File: config.mk
export PLATFORM = sky130hd
export DESIGN_NAME = heartbeat_display
export DESIGN_NICKNAME = d
export VERILOG_FILES = /design/src/rtl/heartbeat_display.sv
export SDC_FILE = /design/constraint.sdc
export NUM_CORES = 1
export LEC_CHECK = 0
export BUFFER_PORTS_ARGS = -buffer_cell sky130_fd_sc_hd__buf_2
export CAP_MARGIN = 30
export CORE_UTILIZATION = 56
export DETAILED_ROUTE_END_ITERATION = 8
export GPL_ROUTABILITY_DRIVEN = 0
export PLACE_DENSITY_LB_ADDON = 0.08
export SYNTH_ARGS = -nofsm -noshare
export SYNTH_HDL_FRONTEND = slang
export SYNTH_SLANG_ARGS = --single-unit
File: constraint.sdc
create_clock -name clk -period 1.95 [get_ports clk]
set_clock_uncertainty 0.2 [all_clocks]
set_input_delay 0.0975 -clock clk [delete_from_list [all_inputs] [get_ports clk]]
set_output_delay 0.0975 -clock clk [all_outputs]
set_load 0.01 [all_outputs]
File: src/rtl/heartbeat_display.sv
// Heartbeat and activity-pattern driver for an N-digit active-low seven-segment display.
// A prescaler paces the animation (SCROLL/BOUNCE/BLINK/HOLD); a second counter blinks the dp of digit 0.
module heartbeat_display #(
  parameter int          NUM_DIGITS          = 4,
  parameter int          PULSE_COUNT_MAX     = 1389000,
  parameter int          HEARTBEAT_COUNT_MAX = 262144,
  parameter logic [7:0]  SEG_ON              = 8'hBF
) (
  input  logic                    clk,
  input  logic                    reset,
  input  logic                    enable,
  input  logic [1:0]              mode,
  output logic [8*NUM_DIGITS-1:0] dig,
  output logic                    tick,
  output logic                    beat
);

  localparam int PW    = $clog2(PULSE_COUNT_MAX);
  localparam int HW    = $clog2(HEARTBEAT_COUNT_MAX);
  localparam int POS_W = (NUM_DIGITS > 1) ? $clog2(NUM_DIGITS) : 1;

  localparam logic [PW-1:0]    PRESC_LAST = PW'(PULSE_COUNT_MAX - 1);
  localparam logic [HW-1:0]    HB_LAST    = HW'(HEARTBEAT_COUNT_MAX - 1);
  localparam logic [POS_W-1:0] POS_LAST   = POS_W'(NUM_DIGITS - 1);

  typedef enum logic [1:0] {
    SCROLL = 2'd0,
    BOUNCE = 2'd1,
    BLINK  = 2'd2,
    HOLD   = 2'd3
  } mode_t;

  logic [PW-1:0]           presc;
  logic [HW-1:0]           hb_cnt;
  logic [POS_W-1:0]        pos;
  logic                    dir_up;
  logic                    phase;
  mode_t                   mode_q;
  mode_t                   mode_cur;
  logic                    mode_change;
  logic [8*NUM_DIGITS-1:0] dig_next;

  assign mode_cur    = mode_t'(mode);
  // Entering HOLD freezes in place; any other change restarts the animation.
  assign mode_change = (mode_cur != mode_q) && (mode_cur != HOLD);

  always_comb begin
    dig_next = '1;
    case (mode_cur)
      SCROLL, BOUNCE: begin
        for (int i = 0; i < NUM_DIGITS; i++) begin
          if (pos == POS_W'(i)) dig_next[8*i +: 8] = SEG_ON;
        end
      end
      BLINK:   if (!phase) dig_next = {NUM_DIGITS{SEG_ON}};
      default: dig_next = dig;
    endcase
    dig_next[7] = ~beat;
  end

  always_ff @(posedge clk) begin
    mode_q <= mode_cur;
    if (reset) begin
      presc   <= '0;
      hb_cnt  <= '0;
      beat    <= 1'b0;
      tick    <= 1'b0;
      pos     <= '0;
      dir_up  <= 1'b1;
      phase   <= 1'b0;
      dig     <= '1;
      dig[7:0] <= SEG_ON;
    end else begin
      // The heartbeat ignores mode changes; only enable stalls it.
      if (enable) begin
        if (hb_cnt == HB_LAST) begin
          hb_cnt <= '0;
          beat   <= ~beat;
        end else begin
          hb_cnt <= hb_cnt + 1'b1;
        end
      end

      if (mode_change) begin
        presc  <= '0;
        tick   <= 1'b0;
        pos    <= '0;
        dir_up <= 1'b1;
        phase  <= 1'b0;
      end else if (!enable) begin
        tick <= 1'b0;
      end else begin
        if (presc == PRESC_LAST) begin
          presc <= '0;
          tick  <= 1'b1;
        end else begin
          presc <= presc + 1'b1;
          tick  <= 1'b0;
        end

        if (tick) begin
          case (mode_cur)
            SCROLL: pos <= (pos == POS_LAST) ? '0 : pos + 1'b1;
            BOUNCE: begin
              if (NUM_DIGITS == 1) begin
                pos <= '0;
              end else if (pos == POS_LAST) begin
                pos    <= pos - 1'b1;
                dir_up <= 1'b0;
              end else if (pos == '0) begin
                pos    <= pos + 1'b1;
                dir_up <= 1'b1;
              end else begin
                pos <= dir_up ? pos + 1'b1 : pos - 1'b1;
              end
            end
            BLINK:   phase <= ~phase;
            default: ;
          endcase
        end
      end

      dig <= dig_next;
    end
  end

endmodule
==> results.py, run 1 <==
metrics = {
    "synth": {
        "ys_types": 40,
        "synth_seq_cells": 53,
        "synth_top_area_share_pct": 40.9,
        "synth.yosys.warnings": 0,
        "synth.net_count": 307,
        "synthArstFlopShare_pct": 0,
        "synth_top_cells_by_area": "sky130_fd_sc_hd__dfxtp_1 41%, sky130_fd_sc_hd__buf_4 7.8%, sky130_fd_sc_hd__nor2_1 7.2%, sky130_fd_sc_hd__xor2_1 6.8%, sky130_fd_sc_hd__xnor2_1 5.1%",
        "dominantRegCellSynth": "sky130_fd_sc_hd__dfxtp_1",
        "synth_area_leader_cell": "sky130_fd_sc_hd__dfxtp_1",
        "synth.cell_area_mm2": 0.00259,
        "seq_area_frac_synth_pct": 40.9,
        "netlist_instances": 296,
        "synth-edff-count": 0,
        "syn_avg_cell_area_um2": 8.76,
    },
    "setup_path": {
        "path_type_of_the_worst_setup_path": "reg -> reg",
        "maximum_single_stage_delay_on_the_critical_path_ns": 0.41,
        "worstPathBufferInverterCount": 1,
        "crit_path_top_delay_cell": "sky130_fd_sc_hd__dfxtp_1",
        "timing.critical_path.max_delay_family": "simple AND/OR/NAND/NOR gates",
        "worst-path-max-fanout": 14,
        "timing.reg2reg.worst_path_depth": 6,
        "critical_path.startpoint_type": "flip-flop",
        "rrSetupSlack_ns": 0.13,
        "critPathCaptureType": "flip-flop",
        "rr_endpoint": "hb_cnt[3]",
        "worstReg2RegStart": "hb_cnt[7]",
        "crit_chain": "and4_4, nand4_4, nor3_4, or2_0, buf_4, nor2_1",
        "crit_required_ns": 1.95,
        "worst_path_arrival_time_ns": 1.83,
    },
    "die": {
        "x_dimension_of_the_die_um": 70.0,
        "coreArea_mm2": 0.00441,
        "io-pin-count": 39,
        "placementRows": 24,
        "floorplan.die.height_um": 70.0,
        "initial_core_util_pct": 58.7,
        "design.die.area_mm2": 0.00491,
    },
    "timing": {
        "fin_worst_hold_slack_ns": 0.0390,
        "rsz0062_at_grt": "false",
        "slew_viol_final": 0,
        "slew-limit-headroom_pct": 63.3,
        "min_period_over_period_pct": 93.5,
        "finalSetupViolations": 0,
        "hold_violations": 0,
        "worst_pin_slew_ns": 0.550,
        "postLayoutSetupSlackWorst_ns": 0.128,
        "setup-tns-final_ns": 0,
        "maxClockFrequency_ghz": 0.549,
        "final.min_clock_period_ns": 1.82,
    },
    "min_path": {
        "holdPathEnd": "phase",
        "worstHoldPathCells": 4,
        "worst_hold_path_type": "in -> reg",
        "worst_hold_startpoint": "enable",
    },
    "finish": {
        "fillers": 406,
        "layout-drive-gt1-share_pct": 21.3,
        "final_net_count": 330,
        "inserted_diodes": 0,
        "multi_input_area_mm2": 0.00127,
        "final_cells": 372,
        "area.sequential_mm2": 0.00106,
        "flow.area_growth_from_synthesis_pct": 8.98,
    },
    "global_routing": {
        "grt_use_total_pct": 18.2,
        "first_global_vias": 1707,
        "initial_antenna_violation_count": 0,
        "maximum_number_of_pins_on_one_net_before_global_route_repair": 29,
        "grt_first_pass_wirelength_mm": 7.38,
        "grt_remaining_overflow": 0,
    },
    "clocking": {
        "cts_max_path_buffers": 2,
        "clkSinkCount": 53,
        "cts_setup_buffers": 0,
        "worst_skew_pair.late_latency_ns": 0.30,
        "tritoncts.num_buffers": 5,
        "cts_max_level": 2,
        "clock_transition_at_the_registers_of_the_reported_paths_ns": 0.10,
        "clock-root-buffer": "sky130_fd_sc_hd__clkbuf_8",
        "tritoncts": "yes",
    },
    "routing": {
        "detail_route.first_pass.iterations": 4,
        "vias": 1943,
        "vias_per_cell": 5.22,
        "detail_route.iter0.violations": 77,
        "drt.antenna.violating_nets": 0,
        "routed_wl_mm": 4.27,
        "average_wire_per_standard_cell_um": 11.5,
        "drcViolationCount": 0,
    },
    "place": {
        "detailed_place_hpwl_mm": 3.07,
        "port-buffer-count": 38,
        "dp_slack_ns": 0.0790,
        "place_inst": 360,
    },
    "job": {
        "cap_violations": 0,
    },
    "power_and_ir_drop": {
        "ir_drop_mv": 0.326,
        "power-per-cell-area_mw_per_mm2": 648,
        "static-leakage-power_uw": 0.00103,
    },
    "run_status": {
        "status": "finished, final reports clean",
    },
}
-- power breakdown --
part	internal, uW	switching [uW]	leakage (uW)
Combinational	44.9	53.7	0.000556
Clock	260	371	0.0000447
Sequential	1090	8.95	0.000429
-- sequential cells by signal (all words and copies together), names as in the netlist --
register / flops
beat: 1
dig: 6
dir_up: 1
hb_cnt: 18
mode_q: 2
phase: 1
pos: 2
presc: 21
tick: 1
-- area by class of cell --
| cell class | count | area share [%] |
|---|---|---|
| Multi-Input combinational cell | 201 | 45.0 |
| Sequential cell | 53 | 37.6 |
| Clock inverter | 3 | 0.886 |
| Inverter | 8 | 1.06 |
| Timing Repair Buffer | 50 | 10.7 |
| Clock buffer | 5 | 2.44 |
| Tap cell | 52 | 2.30 |
-- worst max-delay path by stage --
stage                     startpoint    endpoint  slack (ns)  depth (start not counted)
after CTS                   presc[0]   presc[18]        0.05                          6
final                      hb_cnt[7]   hb_cnt[3]        0.13                          6
after global routing       hb_cnt[7]   hb_cnt[1]       0.006                          6
after detailed placement    presc[0]   presc[18]        0.08                          6
after floorplan            hb_cnt[0]  hb_cnt[10]        0.25                          7
after global placement      presc[0]   presc[18]        0.04                          6
-- layer usage --
| layer | wire, um | GRT usage [%] | vias to the layer above | share of wire, % |
|---|---|---|---|---|
| li1 | - | - | 1012 | - |
| met1 | 2160 | 24.8 | 887 | 51 |
| met2 | 1910 | 29.0 | 39 | 45 |
| met3 | 162 | 4.33 | 5 | 3.8 |
| met4 | 38 | 4.67 | 0 | 0.89 |
| met5 | 0 | 0 | - | 0 |
-- cells in the mapped netlist, drive strengths merged (4+ instances only) --
cell type,n
dfxtp,53
nor2,50
buf,32
nand2,21
xor2,20
xnor2,15
nand3,13
a21oi,10
nand4,10
nor3,9
inv,8
ha,6
o21ai,6
and3,4
and4,4
nor2b,4
-- cells in the final DEF, fill, tap and decap left out, types with 3 or more instances in the layout --
cell,Yosys,routed
sky130_fd_sc_hd__dfxtp_1,53,53
sky130_fd_sc_hd__nor2_1,50,50
sky130_fd_sc_hd__buf_2,4,38
sky130_fd_sc_hd__nand2_1,21,21
sky130_fd_sc_hd__xor2_1,20,20
sky130_fd_sc_hd__xnor2_1,15,15
sky130_fd_sc_hd__nand3_1,13,13
sky130_fd_sc_hd__a21oi_1,10,10
sky130_fd_sc_hd__nand4_1,9,9
sky130_fd_sc_hd__inv_1,8,8
sky130_fd_sc_hd__buf_4,27,7
sky130_fd_sc_hd__o21ai_0,6,6
sky130_fd_sc_hd__nor3_1,7,6
sky130_fd_sc_hd__ha_1,6,5
sky130_fd_sc_hd__clkbuf_8,0,5
sky130_fd_sc_hd__and3_1,4,4
sky130_fd_sc_hd__nor2b_1,4,4
sky130_fd_sc_hd__dlygate4sd3_1,0,4
sky130_fd_sc_hd__or3_2,3,3
sky130_fd_sc_hd__mux2i_1,3,3
sky130_fd_sc_hd__nand2b_1,3,3
sky130_fd_sc_hd__mux2_2,3,3
-- logic make-up (layout without fill, tap and decap cells) --
| family | Yosys count | after routing | synth area share, % |
|---|---|---|---|
| AOI/OAI and AO/OA | 23 | 23 | 5.36 |
| xor gates and xnor gates | 35 | 35 | 11.8 |
| adders and majority gates | 6 | 6 | 2.90 |
| buffers and inverters | 42 | 66 | 10.5 |
| DFF | 53 | 53 | 40.9 |
| muxes | 6 | 6 | 2.46 |
| and+or+nand+nor | 131 | 131 | 26.0 |
-- worst register-to-register path: cells and delay by family (launching register included) --
kind | cells | cell delay (ns)
buffers and inverters | 1 | 0.20
DFF | 1 | 0.41
and+or+nand+nor | 5 | 0.91
-- what timing repair did --
action | CTS | global route
endpoints found under the setup margin | 0 | 18
hold buffers | 4 | 0
resized for setup | 0 | 3
hold endpoints to repair | 11 | 0
-- per-stage QoR --
step / total power (uW) / instance area, um2 / util, %
after floorplan: 1190 / 2590 / -
after global placement: 1220 / 2680 / 60.7
final: 1830 / 2830 / 64.0
after CTS: 1860 / 2810 / 63.7
after global routing: 1900 / 2830 / 64.0
after detailed placement: 1220 / 2680 / 60.7
(Power assumes the default switching activity.)
==> run 2, diff against run 1 <==
--- a/config.mk
+++ b/config.mk
@@ -7,7 +7,9 @@
 export LEC_CHECK = 0
 export BUFFER_PORTS_ARGS = -buffer_cell sky130_fd_sc_hd__buf_2
 export CAP_MARGIN = 30
-export CORE_UTILIZATION = 56
+export CELL_PAD_IN_SITES_DETAIL_PLACEMENT = 1
+export CELL_PAD_IN_SITES_GLOBAL_PLACEMENT = 2
+export CORE_UTILIZATION = 31
 export DETAILED_ROUTE_END_ITERATION = 8
 export GPL_ROUTABILITY_DRIVEN = 0
 export PLACE_DENSITY_LB_ADDON = 0.08
==> constraint.sdc (replaced) <==
create_clock -name clk -period 1.5 [get_ports clk]
set_clock_uncertainty 0.2 [all_clocks]
set_input_delay 0.075 -clock clk [delete_from_list [all_inputs] [get_ports clk]]
set_output_delay 0.075 -clock clk [all_outputs]
set_load 0.01 [all_outputs]
==> run 2 against run 1 <==
Effect of this change:
- register-to-register slack got worse by 0.41 ns
- die area increased by 78%
- highest routed layer unchanged
- sequential cell count unchanged
- the flow now finishes with violations (negative setup slack)
- maximum frequency increased by 2.1%
- first-iteration DRC count decreased by 62%
- critical path depth unchanged
- wire length increased by 54%
- sequential share of layout area decreased by 9.4 points
- count of clock-buffer cells in the layout increased by 2
- cell count increased by 34%
- sequential power increased by 30%
- non-clock buffer count increased by 75
==> results.py, run 2 (same netlist as run 1, synthesis figures left out) <==
metrics = {
    "routing": {
        "drt.antenna.violating_nets": 0,
        "detail_route.iter0.violations": 29,
        "vias": 2268,
        "drcViolationCount": 0,
        "average_wire_per_standard_cell_um": 13.2,
        "detail_route.first_pass.iterations": 4,
        "vias_per_cell": 4.56,
        "routed_wl_mm": 6.55,
    },
    "run_status": {
        "violations": "negative setup slack",
        "status": "finished with violations",
    },
    "global_routing": {
        "grt_remaining_overflow": 0,
        "grt_first_pass_wirelength_mm": 11.1,
        "first_global_vias": 2348,
        "initial_antenna_violation_count": 0,
        "maximum_number_of_pins_on_one_net_before_global_route_repair": 28,
        "grt_use_total_pct": 16.1,
    },
    "job": {
        "cap_violations": 0,
    },
    "setup_path": {
        "crit_required_ns": 1.50,
        "path_type_of_the_worst_setup_path": "reg -> reg",
        "worstPathBufferInverterCount": 1,
        "worst-path-max-fanout": 14,
        "cell_depth_of_the_worst_setup_path": 6,
        "timing.reg2reg.worst_path_depth": 6,
        "timing.critical_path.max_delay_family": "simple AND/OR/NAND/NOR gates",
        "critical-path-top-cell-by-count": "sky130_fd_sc_hd__nor2_1",
        "worst_path_arrival_time_ns": 1.79,
        "critical_path.startpoint_type": "flip-flop",
        "critPathCaptureType": "flip-flop",
        "crit_path_top_delay_cell": "sky130_fd_sc_hd__or4_1",
        "maximum_single_stage_delay_on_the_critical_path_ns": 0.51,
        "crit_chain": "or4_1, nor2_1, nand4_1, nand2b_1, buf_12, nor2_1",
    },
    "power_and_ir_drop": {
        "power-per-cell-area_mw_per_mm2": 637,
        "static-leakage-power_uw": 0.00152,
        "intPower_uw": 1850,
        "finalPower_uw": 2450,
        "power.switching_fraction_pct": 24.4,
        "power.share.sequential_pct": 58.5,
        "clockPowerShare_pct": 33.3,
        "power.share.combinational_pct": 8.3,
        "ir_drop_mv": 0.377,
        "power.switching_uw": 598,
    },
    "die": {
        "placementRows": 32,
        "x_dimension_of_the_die_um": 93.5,
        "io-pin-count": 39,
        "initial_core_util_pct": 32.9,
        "floorplan.die.height_um": 93.5,
        "design.die.area_mm2": 0.00873,
        "coreArea_mm2": 0.00789,
    },
    "finish": {
        "area.sequential_mm2": 0.00108,
        "largest-register": "presc",
        "mostFrequentLayoutCell": "sky130_fd_sc_hd__buf_4",
        "flow.area_growth_from_synthesis_pct": 48.3,
        "final_cells": 497,
        "inserted_diodes": 0,
        "final_net_count": 405,
        "multi_input_area_mm2": 0.00159,
        "fillers": 928,
        "largestRegisters": "presc: 21 flops, hb_cnt: 18 flops, dig: 6 flops",
        "layout.cells.most_common_list": "70 x sky130_fd_sc_hd__buf_4, 39 x sky130_fd_sc_hd__dfxtp_1, 38 x sky130_fd_sc_hd__buf_2, 36 x sky130_fd_sc_hd__nor2_1",
        "stdcell_area_mm2": 0.00384,
        "max_ffs_per_register": 21,
        "layout-drive-gt1-share_pct": 50.4,
    },
    "clocking": {
        "worst_skew_pair.late_latency_ns": 0.30,
        "clock_transition_at_the_registers_of_the_reported_paths_ns": 0.10,
        "tritoncts": "yes",
        "cts_max_path_buffers": 2,
        "tritoncts.num_buffers": 5,
        "cts_max_level": 2,
        "clkSinkCount": 53,
        "clock-root-buffer": "sky130_fd_sc_hd__clkbuf_8",
    },
    "place": {
        "place_inst": 470,
        "detailed_place.area_mm2": 0.00324,
        "dp_slack_ns": -0.245,
        "detailed_place_hpwl_mm": 4.44,
        "port-buffer-count": 38,
    },
    "timing": {
        "slew-limit-headroom_pct": 73.2,
        "rsz0062_at_grt": "true",
        "slew_viol_final": 0,
        "setup-tns-final_ns": -6.85,
        "finalSetupViolations": 39,
        "final.min_clock_period_ns": 1.78,
        "worst_pin_slew_ns": 0.400,
        "postLayoutSetupSlackWorst_ns": -0.284,
        "hold_violations": 0,
        "min_period_over_period_pct": 119,
        "maxClockFrequency_ghz": 0.560,
    },
    "min_path": {
        "worst_hold_path_type": "in -> reg",
        "worstHoldPathCells": 4,
    },
}
==> run 2: cell count changes in the layout (fill, tap and decap cells not counted), sizes merged <==
cell          delta
buf             +73
clkbuf           +2
clkinv           -1
dlygate4sd3      +1
dlymetal6s4s     +1
inv              -1
==> run 2: per-stage QoR <==
stage          hold slack (ns)  util (%)
2_1_floorplan          -0.0973         -
3_3_place_gp            0.0524      41.1
3_5_place_dp            0.0494      41.1
4_1_cts                 0.0175      46.2
5_1_grt                0.00947      48.7
6_report                0.0110      48.7
==> run 2: cell type report <==
type	instances	area share (%)
timing repair buffer	125	24.1
tap	102	3.32
sequential	53	28.1
multi-input combinational	201	41.4
inverter	8	0.846
clock buffer	7	1.99
clock inverter	1	0.195
==> run 2: tightest hold or removal path: stages <==
cell and delay (ns):
sky130_fd_sc_hd__buf_2 0.11, sky130_fd_sc_hd__or2_4 0.15, sky130_fd_sc_hd__buf_12 0.13, sky130_fd_sc_hd__nor2_4 0.03
==> run 2: timing repair <==
action,4_1_cts,5_1_grt
setup buffers,11,6
hold buffers,5,1
setup endpoints to repair,42,47
endpoints found under the hold margin,12,1
resized for setup,45,46
gates cloned,1,0
pin swaps,20,12
==> run 2: layer usage <==
metal,GRT usage (%),vias to the layer above,part of all wire [%]
li1,-,1164,-
met1,21.4,1071,50
met2,26.8,28,47
met3,2.93,5,2.4
met4,3.85,0,0.95
met5,0,-,0
==> run 2: final timing paths <==
check / slack (ns) / endpoint / start
hold reg to reg: 0.25 / dig[7] / beat
setup reg to reg: -0.28 / presc[18] / presc[5]
hold / removal: 0.01 / hb_cnt[5] / reset
setup / recovery: -0.28 / presc[18] / presc[5]
==> run 2: power groups by stage <==
stage	clock network (uW)	logic, uW	registers, uW
after floorplan	0	80.2	1470
after CTS	854	202	1430
after detailed placement	0	154	1470
final	814	202	1430
after global routing	922	221	1430
after global placement	0	153	1470
